### src/rtl/sram_rr_arbiter_pkg.sv
// ---------------------------------------------------------------------------
// sram_rr_arbiter_pkg
// Shared types and constants for the two-requester SRAM arbiter.
//   req_id_t : 1-bit requester identifier
//   REQ0/REQ1: requester identifiers
//   DEF_AW   : default SRAM address width (16 words)
//   DEF_DW   : default SRAM data width
// ---------------------------------------------------------------------------
package sram_rr_arbiter_pkg;

  typedef logic req_id_t;

  localparam req_id_t REQ0 = 1'b0;
  localparam req_id_t REQ1 = 1'b1;

  localparam int DEF_AW = 4;
  localparam int DEF_DW = 16;

endpackage

### src/rtl/sram_rr_arbiter_rr_pick2.sv
// ---------------------------------------------------------------------------
// rr_pick2
// Pure combinational grant logic for two requesters: a locked owner keeps
// the grant until its burst is full, otherwise round-robin between two
// valid requesters, otherwise the single valid requester wins.
// Ports:
//   i_valid      [1:0] request present per requester
//   i_lock       [1:0] lock request per requester
//   i_owner_vld        an owner exists (last cycle had a transaction)
//   i_owner            current owner id
//   i_rr_ptr           requester preferred when both are valid
//   i_burst_full       owner has reached its maximum burst length
//   o_grant      [1:0] one-hot (or zero) grant
// ---------------------------------------------------------------------------
module rr_pick2
  import sram_rr_arbiter_pkg::*;
(
  input  logic [1:0] i_valid,
  input  logic [1:0] i_lock,
  input  logic       i_owner_vld,
  input  req_id_t    i_owner,
  input  req_id_t    i_rr_ptr,
  input  logic       i_burst_full,
  output logic [1:0] o_grant
);

  logic w_owner_valid;
  logic w_owner_lock;

  assign w_owner_valid = (i_owner == REQ1) ? i_valid[1] : i_valid[0];
  assign w_owner_lock  = (i_owner == REQ1) ? i_lock[1]  : i_lock[0];

  always_comb begin
    o_grant = 2'b00;
    if (i_owner_vld && w_owner_valid && w_owner_lock && !i_burst_full) begin
      o_grant = (i_owner == REQ1) ? 2'b10 : 2'b01;
    end else if (i_valid == 2'b11) begin
      o_grant = (i_rr_ptr == REQ1) ? 2'b10 : 2'b01;
    end else if (i_valid[0]) begin
      o_grant = 2'b01;
    end else if (i_valid[1]) begin
      o_grant = 2'b10;
    end
  end

endmodule

### src/rtl/sram_rr_arbiter.sv
// ---------------------------------------------------------------------------
// sram_rr_arbiter
// Shares one single-port SRAM (registered read data) between two requesters
// with valid/ready handshakes, round-robin fairness, bounded burst lock and
// one-cycle read responses routed back to the issuing requester.
// Optional build macro: SRAM_RR_ARBITER_STATS_EN adds per-requester
// saturating grant counters (o_gnt0_cnt / o_gnt1_cnt).
// Ports:
//   clk, rst_n                       clock, async active-low reset
//   i_reqN_valid/we/lock/addr/wdata  request from requester N
//   o_reqN_ready                     request accepted this cycle
//   o_rspN_valid/rdata               read response to requester N
//   o_mem_we/addr/wdata, i_mem_rdata SRAM port
//   o_gnt0_cnt/o_gnt1_cnt            accepted transaction counts (stats build)
// ---------------------------------------------------------------------------
module sram_rr_arbiter
  import sram_rr_arbiter_pkg::*;
#(
  parameter int AW        = DEF_AW,
  parameter int DW        = DEF_DW,
  parameter int MAX_BURST = 4,
  parameter int CNT_W     = 16
) (
  input  logic          clk,
  input  logic          rst_n,
  input  logic          i_req0_valid,
  output logic          o_req0_ready,
  input  logic          i_req0_we,
  input  logic          i_req0_lock,
  input  logic [AW-1:0] i_req0_addr,
  input  logic [DW-1:0] i_req0_wdata,
  input  logic          i_req1_valid,
  output logic          o_req1_ready,
  input  logic          i_req1_we,
  input  logic          i_req1_lock,
  input  logic [AW-1:0] i_req1_addr,
  input  logic [DW-1:0] i_req1_wdata,
  output logic          o_rsp0_valid,
  output logic [DW-1:0] o_rsp0_rdata,
  output logic          o_rsp1_valid,
  output logic [DW-1:0] o_rsp1_rdata,
  output logic          o_mem_we,
  output logic [AW-1:0] o_mem_addr,
  output logic [DW-1:0] o_mem_wdata,
  input  logic [DW-1:0] i_mem_rdata
`ifdef SRAM_RR_ARBITER_STATS_EN
  ,
  output logic [CNT_W-1:0] o_gnt0_cnt,
  output logic [CNT_W-1:0] o_gnt1_cnt
`endif
);

  // Wide enough to hold MAX_BURST itself, where the count saturates.
  localparam int BW = $clog2(MAX_BURST + 1);
  localparam logic [BW-1:0] MAX_CNT = BW'(MAX_BURST);

  // Reject configurations that cannot work at elaboration.
  if (MAX_BURST < 1 || CNT_W < 1) begin : g_param_check
    $error("sram_rr_arbiter: MAX_BURST and CNT_W must be >= 1");
  end

  req_id_t       r_rr_ptr;
  req_id_t       r_owner;
  logic          r_owner_vld;
  logic [BW-1:0] r_burst_cnt;
  logic          r_rd_pending;
  req_id_t       r_rd_tag;

  logic [1:0]    w_grant;
  logic          w_hs;
  req_id_t       w_gnt_id;
  logic          w_burst_full;

  assign w_burst_full = (r_burst_cnt >= MAX_CNT);

  rr_pick2 u_pick (
    .i_valid      ({i_req1_valid, i_req0_valid}),
    .i_lock       ({i_req1_lock, i_req0_lock}),
    .i_owner_vld  (r_owner_vld),
    .i_owner      (r_owner),
    .i_rr_ptr     (r_rr_ptr),
    .i_burst_full (w_burst_full),
    .o_grant      (w_grant)
  );

  // A grant is only ever given to a valid requester, so grant == handshake.
  assign o_req0_ready = w_grant[0];
  assign o_req1_ready = w_grant[1];
  assign w_hs         = |w_grant;
  assign w_gnt_id     = w_grant[1] ? REQ1 : REQ0;

  // SRAM port is driven from the granted requester; all-zero when idle so
  // the SRAM does a harmless read of address 0.
  always_comb begin
    o_mem_we    = 1'b0;
    o_mem_addr  = '0;
    o_mem_wdata = '0;
    if (w_grant[0]) begin
      o_mem_we    = i_req0_we;
      o_mem_addr  = i_req0_addr;
      o_mem_wdata = i_req0_wdata;
    end else if (w_grant[1]) begin
      o_mem_we    = i_req1_we;
      o_mem_addr  = i_req1_addr;
      o_mem_wdata = i_req1_wdata;
    end
  end

  // Arbitration history and read tracking. An idle cycle drops ownership
  // so a later lock must first win arbitration again.
  always_ff @(posedge clk or negedge rst_n) begin
    if (!rst_n) begin
      r_rr_ptr     <= REQ0;
      r_owner      <= REQ0;
      r_owner_vld  <= 1'b0;
      r_burst_cnt  <= '0;
      r_rd_pending <= 1'b0;
      r_rd_tag     <= REQ0;
    end else begin
      r_rd_pending <= w_hs && !o_mem_we;
      if (w_hs) begin
        r_rd_tag    <= w_gnt_id;
        r_rr_ptr    <= ~w_gnt_id;
        r_owner     <= w_gnt_id;
        r_owner_vld <= 1'b1;
        if (r_owner_vld && (r_owner == w_gnt_id)) begin
          if (!w_burst_full) begin
            r_burst_cnt <= r_burst_cnt + 1'b1;
          end
        end else begin
          r_burst_cnt <= BW'(1);
        end
      end else begin
        r_owner_vld <= 1'b0;
        r_burst_cnt <= '0;
      end
    end
  end

  // Read data arrives from the SRAM one cycle after the accepted read.
  assign o_rsp0_valid = r_rd_pending && (r_rd_tag == REQ0);
  assign o_rsp1_valid = r_rd_pending && (r_rd_tag == REQ1);
  assign o_rsp0_rdata = o_rsp0_valid ? i_mem_rdata : '0;
  assign o_rsp1_rdata = o_rsp1_valid ? i_mem_rdata : '0;

`ifdef SRAM_RR_ARBITER_STATS_EN
  logic [CNT_W-1:0] r_gnt0_cnt;
  logic [CNT_W-1:0] r_gnt1_cnt;

  // Saturating per-requester accepted-transaction counters.
  always_ff @(posedge clk or negedge rst_n) begin
    if (!rst_n) begin
      r_gnt0_cnt <= '0;
      r_gnt1_cnt <= '0;
    end else begin
      if (w_grant[0] && (r_gnt0_cnt != '1)) begin
        r_gnt0_cnt <= r_gnt0_cnt + 1'b1;
      end
      if (w_grant[1] && (r_gnt1_cnt != '1)) begin
        r_gnt1_cnt <= r_gnt1_cnt + 1'b1;
      end
    end
  end

  assign o_gnt0_cnt = r_gnt0_cnt;
  assign o_gnt1_cnt = r_gnt1_cnt;
`endif

endmodule
### config.mk
export PLATFORM = sky130hd
export DESIGN_NAME = sram_rr_arbiter
export DESIGN_NICKNAME = d
export VERILOG_FILES = /design/src/rtl/sram_rr_arbiter_pkg.sv /design/src/rtl/sram_rr_arbiter_rr_pick2.sv /design/src/rtl/sram_rr_arbiter.sv
export SDC_FILE = /design/constraint.sdc
export NUM_CORES = 1
export LEC_CHECK = 0
export ABC_AREA = 1
export CORE_MARGIN = 5
export CORE_UTILIZATION = 27
export CTS_CLUSTER_DIAMETER = 60
export DETAILED_ROUTE_END_ITERATION = 10
export PLACE_DENSITY = 0.92
export SLEW_MARGIN = 20
export SYNTH_ARGS = -nofsm -noshare
export SYNTH_HDL_FRONTEND = slang
export SYNTH_SLANG_ARGS = --single-unit
### constraint.sdc
create_clock -name clk -period 3.85 [get_ports clk]
set_input_delay 0.5775 -clock clk [delete_from_list [all_inputs] [get_ports clk]]
set_output_delay 0.5775 -clock clk [all_outputs]
set_load 0.02 [all_outputs]
==> results of run 1 <==
sequential cells by signal (all words and copies together), names as in the netlist:
register and count:
r_rr_ptr 1, r_rd_tag 1, r_rd_pending 1, r_owner_vld 1, r_burst_cnt 3
per-layer routing:
layer  part of all wire (%)  global-route usage [%]  vias to the layer above
li1                       -                       -                      728
met1                     29                    10.8                      605
met2                     54                    31.2                       74
met3                     15                    6.40                        6
met4                    1.8                    6.20                        0
met5                      0                       0                        -
worst min-delay path: stages (launching register included):
cell,delay (ns)
dfrtp_1,0.36
nand2_1,0.06
nand2_1,0.05
area by class of cell:
type | instances | area (um^2)
clock buffer | 4 | 26.3
multi-input combinational | 129 | 573
fill | 289 | 1170
tap | 46 | 57.6
inverter | 29 | 111
timing repair buffer | 120 | 1200
sequential | 7 | 175
kinds of logic (layout without fill, tap and decap cells):
| kind of cell | Yosys count | after routing | synth area share (%) |
|---|---|---|---|
| buffers and inverters | 35 | 153 | 18.1 |
| flip-flops | 7 | 7 | 19.2 |
| XOR/XNOR | 1 | 1 | 0.959 |
| adder cells (fa/ha/maj) | 2 | 2 | 2.74 |
| AND/OR/NAND/NOR | 123 | 123 | 57.0 |
| AO/OA/AOI/OAI | 3 | 3 | 2.06 |
power breakdown:
part	total (mW)	leakage [nW]	switching, mW	internal [mW]
sequential	0.129	0.0844	0.0258	0.103
combinational	1.13	0.967	0.629	0.498
clock	0.0638	0.0150	0.0244	0.0394
total	1.32	1.07	0.679	0.641
cells in the mapped netlist:
cell type | number | area [um^2]
inv_4 | 1 | 6.26
nand3_2 | 1 | 10.0
o21ai_2 | 1 | 8.76
buf_12 | 1 | 20.0
o21ai_0 | 2 | 10.0
nor2_2 | 1 | 6.26
dfrtp_1 | 7 | 175
inv_2 | 2 | 7.51
clkbuf_1 | 2 | 7.51
nand2_4 | 2 | 22.5
ha_1 | 2 | 25.0
nor2_1 | 36 | 135
nand2_2 | 11 | 68.8
nand3_1 | 4 | 20.0
nand2_1 | 67 | 251
nand4_1 | 1 | 6.26
buf_6 | 1 | 11.3
inv_1 | 26 | 97.6
buf_4 | 2 | 15.0
xor2_1 | 1 | 8.76
per-stage QoR:
stage,std cells,power [mW],setup slack (ns)
global placement,331,1.25,0.701
finish,335,1.32,0.661
CTS,335,1.34,0.640
global route,335,1.42,0.504
floorplan,171,0.771,1.89
detailed placement,331,1.27,0.654
worst paths after layout:
| kind | startpoint | to | slack (ns) | cells past startpoint |
|---|---|---|---|---|
| max | i_req0_valid | o_mem_we | 0.66 | 10 |
| min | r_rr_ptr | r_rr_ptr | 0.50 | 2 |
| max reg2reg | r_burst_cnt[2] | r_rd_pending | 2.36 | 8 |
| min reg2reg | r_rr_ptr | r_rr_ptr | 0.50 | 2 |
| max in group asynchronous | rst_n | r_burst_cnt[0] | 3.04 | 1 |
| min in group asynchronous | rst_n | r_rd_tag | 0.58 | 1 |
==> results.md, run 1 <==
- Required @ worst endpoint: 3.27 ns
- Via-to-Cell Ratio: 4.22
- Die area: 4650 um^2
- Vias: 1413
- Yosys reg bits: 7
- Final Net Count: 356
- Core area: 3310 um^2
- Endpoints failing setup: 0
- Worst path bufs/invs: 3
- Leading cell types in the layout, fill and taps excluded: clkdlybuf4s50_1, nand2_1, nor2_1
- FP Rows: 21
- Sink Count: 7
- Setup crit end kind: output pin
- Final slew viol count: 0
- DIE HEIGHT: 68.2 um
- CTS tree: done
- CTS buffer count: 3
- Htree depth: 1
- Min Tclk post-route: 3.19 ns
- N_diodes: 0
- Worst path slowest cell: clkdlybuf4s50_1
- Sequential share of the synthesized area: 19.2%
- Number of buffers added on ports: 120
- CP delay by family, top: buffers and inverters
- Setup Skew: 0.00265 ns
- RSZ-0062 raised after global routing: no
- Routability cong.: 0.717
- DR WL/cell: 10.9 um
- Clock root cell: clkbuf_4
- First-pass GRT wire length: 5230 um
- PwrDens: 616 nW/um^2
- Most common cell after layout, fill and taps aside: clkdlybuf4s50_1
- Min-delay worst type: flop to flop
- Share of layout cells above drive strength 1: 7.61%
- Post-cts resize count: 0
- DPL Wire Length: 3310 um
- Post-DP Area: 2120 um^2
- Mapped Avg Cell Area: 5.34 um^2
- IR drop worst, VDD: 0.373 mV
- Yosys warns: 0
- Mapped Cells: 171
- Mapped cell area: 913 um^2
- Io pins: 121
- Max Root-Sink Buffers: 2
- Pleak: 1.07 nW
- Die Wd: 68.2 um
- GR Overflow Total: 0
- Status: completed
- CP most frequent cell: nand2_1
- Post-CTS Setup Inserts: 0
- Pin count of the biggest net entering global routing: 23
- Hold-fix buffers, CTS: 0
- Worst-Skew Late Latency: 0.24 ns
- Drt pass-1 iters: 4
- Cells along the critical path: clkdlybuf4s50_1 > nand2_1 > nand2_2 > nand3_2 > nand2_2 > nand2_4 > inv_2 > nand2_1 > nand2_1 > clkdlybuf4s50_1
- Final core utilization: 64.8%
- Clk slew on worst S/H paths: 0.05 ns
- Gr usage total: 14.7%
- Layout area overhead: 135%
- Fin. Hold Viols: 0
- Period utilization: 82.8%
- DR DRC count: 0
- Initial antenna violation count: 0
- Max-Cap Viols: 0
- Startpoint types: input pin
- Worst-path maximum fanout: 22
- Total Wirelength: 3650 um
- Crit Path Category: input pin to output pin
- Initial core utilization: 27.6%
- Arrival @ worst endpoint: 2.61 ns
- Yosys cell types: 20
- Setup TNS: 0 ns
- CP max stage delay: 0.61 ns
- Vias in the first global route: 1295
- Maximum clock rate: 314 MHz
- Synth Net Count: 237
- DR iter-0 viols: 22
- Max-slew headroom: 64.3%
- Slew @ Worst Pin: 0.533 ns
- Detail Route Antenna Nets: 0
- Post-layout instance area: 2140 um^2
- WHS: 0.498 ns
No activity file was read; power rests on OpenSTA's default activity.
==> inputs of run 2 (changes only) <==
--- a/config.mk
+++ b/config.mk
@@ -7,10 +7,10 @@
 export LEC_CHECK = 0
 export ABC_AREA = 1
 export CORE_MARGIN = 5
-export CORE_UTILIZATION = 27
+export CORE_UTILIZATION = 25
 export CTS_CLUSTER_DIAMETER = 60
 export DETAILED_ROUTE_END_ITERATION = 10
-export PLACE_DENSITY = 0.92
+export PLACE_DENSITY = 0.87
 export SLEW_MARGIN = 20
 export SYNTH_ARGS = -nofsm -noshare
 export SYNTH_HDL_FRONTEND = slang
==> constraint.sdc (replaced) <==
create_clock -name clk -period 2.98 [get_ports clk]
set_input_delay 0.447 -clock clk [delete_from_list [all_inputs] [get_ports clk]]
set_output_delay 0.447 -clock clk [all_outputs]
set_load 0.02 [all_outputs]
==> run 2 against run 1 <==
  * Clock skew decreased by 0.0010 ns
  * Highest routed layer unchanged
  * Via count decreased by 0.99%
  * Largest power group unchanged
  * Non-clock buffer count increased by 1
==> results.md, run 2 (synthesis gave the netlist of run 1 again) <==
- Cells along the critical path: clkdlybuf4s50_1 > inv_1 > o21ai_2 > nand2_2 > nand2_4 > nand2_4 > inv_6 > nand2_1 > nand2_1 > clkdlybuf4s50_1
- Total Wirelength: 3640 um (-0.22%)
- Net Sw Frac: 50.6% (-0.82 points)
- DR DRC count: 0 (unchanged)
- Fin. Hold Viols: 0 (unchanged)
- Max-slew headroom: 63.4% (-0.96 points)
- FF-to-FF setup slack: 1.56 ns (-0.80 ns)
- Required @ worst endpoint: 2.53 ns (-0.74 ns)
- Sequential Power Share: 9.5% (-0.3 points)
- Setup Skew: 0.00162 ns (-0.00104 ns)
- First-pass GRT wire length: 5330 um (+1.8%)
- Setup TNS: 0 ns (unchanged)
- Final slew viol count: 0 (unchanged)
- CP delay by family, top: buffers and inverters
- Crit Path Category: input pin to output pin
- Core area: 3610 um^2 (+8.9%)
- DR iter-0 viols: 24 (+9.1%)
- Detail Route Antenna Nets: 0 (unchanged)
- Vias: 1399 (-0.99%)
- DPL Wire Length: 3150 um (-4.8%)
- Arrival @ worst endpoint: 2.36 ns (-0.25 ns)
- Max-Cap Viols: 0 (unchanged)
- PwrDens: 811 nW/um^2 (+32%)
- N_diodes: 0 (unchanged)
- Most common cell after layout, fill and taps aside: clkdlybuf4s50_1
- Htree depth: 1 (unchanged)
- CTS tree: done
- CP max stage delay: 0.61 ns (about the same)
- Sw Pwr: 0.895 mW (+32%)
- Number of buffers added on ports: 120 (unchanged)
- Worst-Skew Late Latency: 0.23 ns (about the same)
- Layout area overhead: 139%
- Leading cell types in the layout, fill and taps excluded: clkdlybuf4s50_1, nand2_1, nor2_1
- Worst path bufs/invs: 4 (+1)
- Combinational Power Share: 82.9% (-2.5 points)
- R2R depth: 8 (unchanged)
- Share of layout cells above drive strength 1: 8.28% (+0.66 points)
- DIE HEIGHT: 70.4 um (+3.4%)
- Via-to-Cell Ratio: 4.14 (-1.9%)
- Io pins: 121 (unchanged)
- FP Rows: 22 (+4.8%)
- Status: completed
- Min Tclk post-route: 2.81 ns
- Initial antenna violation count: 0 (unchanged)
- PnR worst setup slack: 0.170 ns (-0.490 ns)
- Pleak: 1.08 nW (+1.4%)
- Sink Count: 7 (unchanged)
- Filler cells: 344 (+19%)
- Setup crit end kind: output pin
- GR Overflow Total: 0 (unchanged)
- CTS buffer count: 3 (unchanged)
- Min-delay worst type: input pin to async pin
- DR WL/cell: 10.8 um (-1.1%)
- Hold-fix buffers, CTS: 0 (unchanged)
- Initial core utilization: 25.3% (-2.3 points)
- Post-CTS Setup Inserts: 0 (unchanged)
- Drt pass-1 iters: 4 (unchanged)
- Clock group share of total power: 7.6% (+2.8 points)
- Pin count of the biggest net entering global routing: 23 (unchanged)
- Internal Pwr Total: 0.872 mW (+36%)
- Max Root-Sink Buffers: 2 (unchanged)
- Gr usage total: 13.4% (-1.3 points)
- Slew @ Worst Pin: 0.548 ns (+0.0144 ns)
- Maximum clock rate: 356 MHz
- Top reg by flops: r_burst_cnt
- R2r startpoint: r_burst_cnt[2]
- Post-cts resize count: 0 (unchanged)
- Worst-path maximum fanout: 22 (unchanged)
- Final Net Count: 357 (+0.28%)
- Clock root cell: clkbuf_8
- R2R Path End: r_rd_pending
- Clk slew on worst S/H paths: 0.04 ns (about the same)
- Post-place setup slack: 0.0876 ns (-0.566 ns)
- Max FFs per register: 3 (unchanged)
- RSZ-0062 raised after global routing: no
- Period utilization: 94.3%
- Startpoint types: input pin
- Endpoints failing setup: 0 (unchanged)
- Die Wd: 70.4 um (+3.4%)
- Worst path slowest cell: clkdlybuf4s50_1
- IR drop worst, VDD: 0.527 mV (+41%)
- Crit. path cell count: 10 (unchanged)
- Vias in the first global route: 1261 (-2.6%)
- Die area: 4960 um^2 (+6.8%)
- Routability cong.: 0.816 (+14%)
==> run 2: metrics by stage <==
step	util, %	power (mW)	instances	instance area [um^2]	hold slack, ns
after floorplan	-	0.996	171	913	0.151
after global placement	59.0	1.62	334	2130	0.506
after detailed placement	59.0	1.64	334	2130	0.512
after CTS	60.3	1.78	338	2170	0.488
after global routing	60.4	1.89	338	2180	0.509
final	60.4	1.77	338	2180	0.480
==> run 2: layout make-up <==
type	count	area, um^2	share of cell area [%]
Clock buffer	3	41.3	1.89
Inverter	29	116	5.34
Multi-Input combinational cell	129	573	26.3
Clock inverter	1	5.00	0.230
Sequential cell	7	175	8.04
Timing Repair Buffer	121	1210	55.5
Tap cell	48	60.1	2.76
==> run 2: power by group through the flow <==
stage	sequential (mW)	combinational, mW	clock, mW
2_1_floorplan	0.161	0.836	0
5_1_grt	0.175	1.57	0.144
6_report	0.168	1.46	0.134
4_1_cts	0.168	1.48	0.138
3_5_place_dp	0.169	1.47	0
3_3_place_gp	0.168	1.45	0
==> run 2: routing by layer <==
layer | track usage [%] | wire length [um] | vias to the layer above
li1 | - | - | 726
met1 | 12.2 | 1290 | 593
met2 | 25.3 | 1820 | 74
met3 | 4.89 | 443 | 6
met4 | 7.02 | 88 | 0
met5 | 0 | 0 | -
==> run 2: worst register-to-register path, cell delays in order, from the launching register on <==
cell,delay (ns)
dfrtp_1,0.42
nor2_2,0.20
nand3_1,0.14
nand2_4,0.13
nand2_4,0.07
inv_6,0.16
nand2_1,0.08
nand2_1,0.07
nor2_1,0.04
==> run 2: worst max-delay path by stage <==
stage | startpoint | endpoint | slack [ns]
2_1_floorplan | r_burst_cnt[2] | o_mem_addr[0] | 1.27
3_3_place_gp | i_req0_valid | o_mem_wdata[14] | 0.14
3_5_place_dp | i_req0_valid | o_mem_wdata[5] | 0.09
4_1_cts | i_req0_valid | o_mem_wdata[5] | 0.08
5_1_grt | i_req0_valid | o_mem_wdata[0] | 0.01
6_report | i_req0_valid | o_mem_wdata[2] | 0.17
